$ cat src/rtl/key_debounce_pkg.sv
// Shared types and helpers for the multi-key debouncer: the per-key state
// encoding and the counter-width calculation.
package key_debounce_pkg;

    typedef enum logic [1:0] {
        KS_RELEASED,
        KS_PRESS_CHK,
        KS_HELD,
        KS_RELEASE_CHK
    } key_state_t;

    // Sized to hold the largest of the three cycle thresholds.
    function automatic int cnt_width(input int deb, input int long_c, input int rep);
        int m;
        m = deb;
        if (long_c > m) m = long_c;
        if (rep > m) m = rep;
        return $clog2(m + 1);
    endfunction

endpackage

$ cat src/rtl/key_debounce_multi_if.sv
// Key-panel bundle: raw pins and repeat enable in, debounced level and event pulses out.
interface key_debounce_multi_if #(
    parameter int NUM_KEYS = 3
);
    logic [NUM_KEYS-1:0] key_in;
    logic                repeat_en;
    logic [NUM_KEYS-1:0] key_level;
    logic [NUM_KEYS-1:0] press_pulse;
    logic [NUM_KEYS-1:0] release_pulse;
    logic [NUM_KEYS-1:0] long_pulse;
    logic [NUM_KEYS-1:0] repeat_pulse;

    modport master (
        output key_in, repeat_en,
        input  key_level, press_pulse, release_pulse, long_pulse, repeat_pulse
    );

    modport slave (
        input  key_in, repeat_en,
        output key_level, press_pulse, release_pulse, long_pulse, repeat_pulse
    );
endinterface

$ cat src/rtl/key_debounce_chan.sv
// One key channel: 2-flop synchroniser, debounce FSM, and hold/repeat counters.
module key_debounce_chan
    import key_debounce_pkg::*;
#(
    parameter int ACTIVE_LOW    = 1,
    parameter int DEB_CYCLES    = 1_000_000,
    parameter int LONG_CYCLES   = 50_000_000,
    parameter int REPEAT_CYCLES = 10_000_000
) (
    input  logic clk,
    input  logic rst_n,
    input  logic key_pin,
    input  logic repeat_en,
    output logic key_level,
    output logic press_pulse,
    output logic release_pulse,
    output logic long_pulse,
    output logic repeat_pulse
);

    localparam int CNT_W = cnt_width(DEB_CYCLES, LONG_CYCLES, REPEAT_CYCLES);
    localparam logic [CNT_W-1:0] DEB_C  = CNT_W'(DEB_CYCLES);
    localparam logic [CNT_W-1:0] LONG_C = CNT_W'(LONG_CYCLES);
    localparam logic [CNT_W-1:0] REP_C  = CNT_W'(REPEAT_CYCLES);
    localparam logic [CNT_W-1:0] ONE_C  = CNT_W'(1);
    localparam logic INACTIVE = (ACTIVE_LOW != 0) ? 1'b1 : 1'b0;

    key_state_t state, state_nxt;
    logic sync1, sync2, raw_act;
    logic [CNT_W-1:0] deb_cnt, hold_cnt, rep_cnt;
    logic [CNT_W-1:0] deb_nxt, hold_nxt, rep_nxt;
    logic level_nxt, press_nxt, release_nxt, long_nxt, repeat_nxt;

    assign raw_act = sync2 ^ INACTIVE;

    // Sync flops idle at the released pin level so a key held through reset looks like a new press.
    always_ff @(posedge clk or negedge rst_n) begin
        if (!rst_n) begin
            sync1         <= INACTIVE;
            sync2         <= INACTIVE;
            state         <= KS_RELEASED;
            deb_cnt       <= '0;
            hold_cnt      <= '0;
            rep_cnt       <= '0;
            key_level     <= 1'b0;
            press_pulse   <= 1'b0;
            release_pulse <= 1'b0;
            long_pulse    <= 1'b0;
            repeat_pulse  <= 1'b0;
        end else begin
            sync1         <= key_pin;
            sync2         <= sync1;
            state         <= state_nxt;
            deb_cnt       <= deb_nxt;
            hold_cnt      <= hold_nxt;
            rep_cnt       <= rep_nxt;
            key_level     <= level_nxt;
            press_pulse   <= press_nxt;
            release_pulse <= release_nxt;
            long_pulse    <= long_nxt;
            repeat_pulse  <= repeat_nxt;
        end
    end

    always_comb begin
        state_nxt = state;
        unique case (state)
            KS_RELEASED:    if (raw_act) state_nxt = KS_PRESS_CHK;
            KS_PRESS_CHK:   if (!raw_act) state_nxt = KS_RELEASED;
                            else if (deb_cnt == DEB_C) state_nxt = KS_HELD;
            KS_HELD:        if (!raw_act) state_nxt = KS_RELEASE_CHK;
            KS_RELEASE_CHK: if (raw_act) state_nxt = KS_HELD;
                            else if (deb_cnt == DEB_C) state_nxt = KS_RELEASED;
            default:        state_nxt = KS_RELEASED;
        endcase
    end

    // Counter updates and next registered outputs; hold saturates so long fires once per press.
    always_comb begin
        deb_nxt     = deb_cnt;
        hold_nxt    = hold_cnt;
        rep_nxt     = rep_cnt;
        level_nxt   = key_level;
        press_nxt   = 1'b0;
        release_nxt = 1'b0;
        long_nxt    = 1'b0;
        repeat_nxt  = 1'b0;
        unique case (state)
            KS_RELEASED: begin
                if (raw_act) deb_nxt = ONE_C;
            end
            KS_PRESS_CHK: begin
                if (!raw_act) begin
                    deb_nxt = '0;
                end else if (deb_cnt == DEB_C) begin
                    press_nxt = 1'b1;
                    level_nxt = 1'b1;
                    hold_nxt  = '0;
                    rep_nxt   = '0;
                end else begin
                    deb_nxt = deb_cnt + ONE_C;
                end
            end
            KS_HELD: begin
                if (!raw_act) begin
                    deb_nxt = ONE_C;
                end else if (hold_cnt != LONG_C) begin
                    hold_nxt = hold_cnt + ONE_C;
                    if (hold_cnt + ONE_C == LONG_C) begin
                        long_nxt = 1'b1;
                        rep_nxt  = '0;
                    end
                end else if (repeat_en) begin
                    if (rep_cnt + ONE_C == REP_C) begin
                        repeat_nxt = 1'b1;
                        rep_nxt    = '0;
                    end else begin
                        rep_nxt = rep_cnt + ONE_C;
                    end
                end else begin
                    rep_nxt = '0;
                end
            end
            KS_RELEASE_CHK: begin
                if (!raw_act) begin
                    if (deb_cnt == DEB_C) begin
                        release_nxt = 1'b1;
                        level_nxt   = 1'b0;
                        deb_nxt     = '0;
                        hold_nxt    = '0;
                        rep_nxt     = '0;
                    end else begin
                        deb_nxt = deb_cnt + ONE_C;
                    end
                end
            end
            default: begin
                deb_nxt = '0;
            end
        endcase
    end

endmodule

$ cat src/rtl/key_debounce_multi.sv
// N independent key channels sharing one auto-repeat enable.
module key_debounce_multi
    import key_debounce_pkg::*;
#(
    parameter int NUM_KEYS      = 3,
    parameter int ACTIVE_LOW    = 1,
    parameter int DEB_CYCLES    = 1_000_000,
    parameter int LONG_CYCLES   = 50_000_000,
    parameter int REPEAT_CYCLES = 10_000_000
) (
    input logic                 clk,
    input logic                 rst_n,
    key_debounce_multi_if.slave kif
);

    logic [NUM_KEYS-1:0] level_v, press_v, release_v, long_v, repeat_v;

    for (genvar g = 0; g < NUM_KEYS; g++) begin : g_chan
        key_debounce_chan #(
            .ACTIVE_LOW   (ACTIVE_LOW),
            .DEB_CYCLES   (DEB_CYCLES),
            .LONG_CYCLES  (LONG_CYCLES),
            .REPEAT_CYCLES(REPEAT_CYCLES)
        ) u_chan (
            .clk          (clk),
            .rst_n        (rst_n),
            .key_pin      (kif.key_in[g]),
            .repeat_en    (kif.repeat_en),
            .key_level    (level_v[g]),
            .press_pulse  (press_v[g]),
            .release_pulse(release_v[g]),
            .long_pulse   (long_v[g]),
            .repeat_pulse (repeat_v[g])
        );
    end

    assign kif.key_level     = level_v;
    assign kif.press_pulse   = press_v;
    assign kif.release_pulse = release_v;
    assign kif.long_pulse    = long_v;
    assign kif.repeat_pulse  = repeat_v;

endmodule
$ cat src/flat_wrapper.sv
// flat-port wrapper written by rule: the top's interface ports become plain ports
module key_debounce_multi_flat import key_debounce_pkg::*;
#(
    parameter int NUM_KEYS      = 3,
    parameter int ACTIVE_LOW    = 1,
    parameter int DEB_CYCLES    = 1_000_000,
    parameter int LONG_CYCLES   = 50_000_000,
    parameter int REPEAT_CYCLES = 10_000_000
)
  (clk, rst_n, kif_key_in, kif_repeat_en, kif_key_level, kif_press_pulse, kif_release_pulse, kif_long_pulse, kif_repeat_pulse);
  key_debounce_multi_if #(.NUM_KEYS(NUM_KEYS)) kif_i ();
  input logic clk;
  input logic rst_n;
  input wire logic [$bits(kif_i.key_in)-1:0] kif_key_in;
  input wire logic [$bits(kif_i.repeat_en)-1:0] kif_repeat_en;
  output wire logic [$bits(kif_i.key_level)-1:0] kif_key_level;
  output wire logic [$bits(kif_i.press_pulse)-1:0] kif_press_pulse;
  output wire logic [$bits(kif_i.release_pulse)-1:0] kif_release_pulse;
  output wire logic [$bits(kif_i.long_pulse)-1:0] kif_long_pulse;
  output wire logic [$bits(kif_i.repeat_pulse)-1:0] kif_repeat_pulse;
  assign kif_i.key_in = kif_key_in;
  assign kif_i.repeat_en = kif_repeat_en;
  assign kif_key_level = kif_i.key_level;
  assign kif_press_pulse = kif_i.press_pulse;
  assign kif_release_pulse = kif_i.release_pulse;
  assign kif_long_pulse = kif_i.long_pulse;
  assign kif_repeat_pulse = kif_i.repeat_pulse;
  key_debounce_multi #(.NUM_KEYS(NUM_KEYS), .ACTIVE_LOW(ACTIVE_LOW), .DEB_CYCLES(DEB_CYCLES), .LONG_CYCLES(LONG_CYCLES), .REPEAT_CYCLES(REPEAT_CYCLES)) u_core (.clk(clk), .rst_n(rst_n), .kif(kif_i));
endmodule
$ cat config.mk
export PLATFORM = sky130hd
export DESIGN_NAME = key_debounce_multi_flat
export DESIGN_NICKNAME = d
export VERILOG_FILES = /design/src/rtl/key_debounce_pkg.sv /design/src/rtl/key_debounce_multi_if.sv /design/src/rtl/key_debounce_chan.sv /design/src/rtl/key_debounce_multi.sv /design/src/flat_wrapper.sv
export SDC_FILE = /design/constraint.sdc
export NUM_CORES = 1
export LEC_CHECK = 0
export CORE_UTILIZATION = 42
export DETAILED_ROUTE_END_ITERATION = 8
export PLACE_DENSITY = 0.66
export SETUP_SLACK_MARGIN = 0.4
export SYNTH_ARGS = -nofsm -noshare
export SYNTH_HDL_FRONTEND = slang
export SYNTH_SLANG_ARGS = --single-unit
export TNS_END_PERCENT = 5
$ cat constraint.sdc
create_clock -name clk -period 3.16 [get_ports clk]
set_input_delay 0.632 -clock clk [delete_from_list [all_inputs] [get_ports clk]]
set_output_delay 0.632 -clock clk [all_outputs]
set_load 0.02 [all_outputs]
==> metrics.csv <==
metric,value,unit
initial_utilization,42.6,%
synth.most_common_cell,o21ai_0,
p_total,7.28,mW
skew,0.0224,ns
n_fill_cell,3559,
cpMostUsedCell,or4_4,
fmax,0.330,GHz
crit_family,simple AND/OR/NAND/NOR gates,
ys_top_cells_by_area,"dfrtp_1 (39%), o21ai_0 (8.1%), nand2_1 (5.3%)",
max-slew-margin-rel,33.5,%
cts.sinks,261,
dpl_cell_area,18000,µm²
timing.setup.tns,0,ns
cts_tree,built,
place_inst,2592,
max_cap_violations,0,
placementRows,72,
syn_avg_cell_area,8.02,µm²
die_x,200,µm
drive_gt1_share,16.4,%
combPwrFrac,2.9,%
reg.largest.list,"u_core.g_chan.u_chan.deb_cnt x78, u_core.g_chan.u_chan.hold_cnt x78, u_core.g_chan.u_chan.rep_cnt x78",
clock_latency,0.57,ns
yosys_warnings,0,
postRouteAntennaNets,0,
status,finished clean,
antenna_cells,0,
p_per_area,368,nW/µm²
cts_buffers,30,
ys_top_cells_by_count,"o21ai_0 (267), dfrtp_1 (255), nand2_1 (235)",
post-route-util,51.1,%
holdWs,0.0842,ns
stdcell_count,2677,
routed_via_density,5.96,
ioPinCount,21,
p_seq_share,46.5,%
cts_root_buf,clkbuf_16,
hp-class,in -> async,
ys_ff_latch,261,
antenna_found_initial,0,
crit_slowest_cell,or4_4,
path_cells,"nand2_1, or4_4, buf_4, nor3_4, xor2_1, a2111o_1, or4_4, nor2b_4, buf_12, mux2_2",
vdd_drop_max,384,µV
synth_edf_count,0,
layout_setup_ws,0.134,ns
gp_congestion,0.914,
firstDrtPassIters,5,
finalSetupViolCount,0,
dp.final_hpwl,29100,µm
cp-end-kind,flip-flop,
period_needed,3.03,ns
grt_pass1_wl,72500,µm
h-tree-depth,1,
postSynth.asyncResetShare,100,%
drc,0,
critical_path_class,reg -> reg,
rsz0062_at_grt,true,
drtIter0Drc,1383,
syn_inst,2057,
io_buffer_count,20,
p_sw_share,22.1,%
yosysUniqueCellTypes,78,
die_h,200,µm
synthToLayoutAreaGrowth,19.9,%
arrival,3.47,ns
path_buf_inv,2,
syn_area,16500,µm²
grt_pass1_vias,14700,
synth_flop_cell,dfrtp_1,
clockPowerShare,50.6,%
drv_slew,0,
worst_slew_pin_slew,0.990,ns
routed-via-count,15900,
synth_top_area_share,38.7,%
intPower,5.67,mW
dieArea,40100,µm²
core_area,38700,µm²
overflow,0,
cp-start-kind,flip-flop,
synth_fp_nets,2078,
routed_wl,43400,µm
routedWlPerCell,16.2,µm
clockBufferDepth,3,
finalNetCount,2157,
grt_max_degree,90,
power_switching,1.61,mW
synth_area_leader_cell,dfrtp_1,
min_period_over_period,95.8,%
final_cell_area,19800,µm²
path_clk_slew,0.06,ns
synth_seq_area_share,39.6,%
final_hold_viol_count,0,
power_leakage,8.05,nW
cp_max_fo,15,
grt_usage,20.9,%
cp_slowest_stage_delay,0.62,ns
cp.required,3.60,ns
dp_slack,0.0165,ns
==> per-layer routing <==
layer / vias up / share of wire (%) / routed length, µm / GRT usage [%]
met5: - / 0 / 0 / 0
met4: 0 / 1.8 / 765 / 5.33
met3: 69 / 4.6 / 1990 / 2.39
met2: 421 / 46 / 20100 / 33.2
met1: 7702 / 47 / 20600 / 30.1
li1: 7756 / - / - / -
==> kinds of logic after synthesis <==
kind of cell | count (synthesis) | share of synthesized area (%)
compound gates | 564 | 20.8
xor+xnor | 45 | 2.39
fa+ha+maj | 15 | 1.14
buf+inv | 192 | 5.00
flops | 261 | 39.6
mux | 8 | 0.508
simple gates | 972 | 30.6
==> power by group through the flow <==
stage          Sequential, mW  Combinational [mW]  Clock [mW]
2_1_floorplan            3.44              0.0953           0
3_3_place_gp             3.44               0.211           0
3_5_place_dp             3.45               0.215           0
4_1_cts                  3.38               0.217        3.78
5_1_grt                  3.39               0.242        3.91
6_report                 3.39               0.209        3.68
==> area by class of cell <==
cell class	instances	area [µm²]	area share [%]
Clock inverter	14	173	0.873
Multi-Input combinational cell	1606	9700	49.0
Clock buffer	41	873	4.41
Sequential cell	261	6560	33.2
Inverter	48	180	0.911
Timing Repair Buffer	189	1650	8.34
Tap cell	518	648	3.28
==> timing repair <==
action | 4_1_cts | 5_1_grt
setup buffers | 11 | 14
gates resized for setup | 31 | 92
hold buffers | 0 | 0
endpoints found under the setup margin | 120 | 189
gates cloned | 3 | 2
pin swaps | 7 | 25
==> final timing paths <==
path	from	to	slack [ns]	depth (start not counted)
max	u_core.g_chan[2].u_chan.rep_cnt[12]	u_core.g_chan[2].u_chan.rep_cnt[0]	0.13	10
min	rst_n	u_core.g_chan[1].u_chan.hold_cnt[10]	0.08	1
max reg2reg	u_core.g_chan[2].u_chan.rep_cnt[12]	u_core.g_chan[2].u_chan.rep_cnt[0]	0.13	10
min reg2reg	u_core.g_chan[2].u_chan.sync1	u_core.g_chan[2].u_chan.sync2	0.36	0
max in group asynchronous	rst_n	u_core.g_chan[0].u_chan.sync2	2.22	2
min in group clk	u_core.g_chan[2].u_chan.sync1	u_core.g_chan[2].u_chan.sync2	0.36	0
==> cell usage in the layout (no fill, tap or decap), types with 30 or more instances in the layout <==
cell type,netlist,final
nor3_1,54,49
nand2_1,235,231
buf_4,16,151
nand4_1,87,87
a21oi_1,76,74
nand3_1,137,127
o21ai_0,267,261
nor2_1,178,170
nor4_1,39,30
inv_1,48,48
and3_1,50,44
and2_1,40,40
o31ai_1,68,66
dfrtp_1,255,239
clkbuf_16,0,33
a31oi_1,34,33
(Power assumes the default switching activity.)
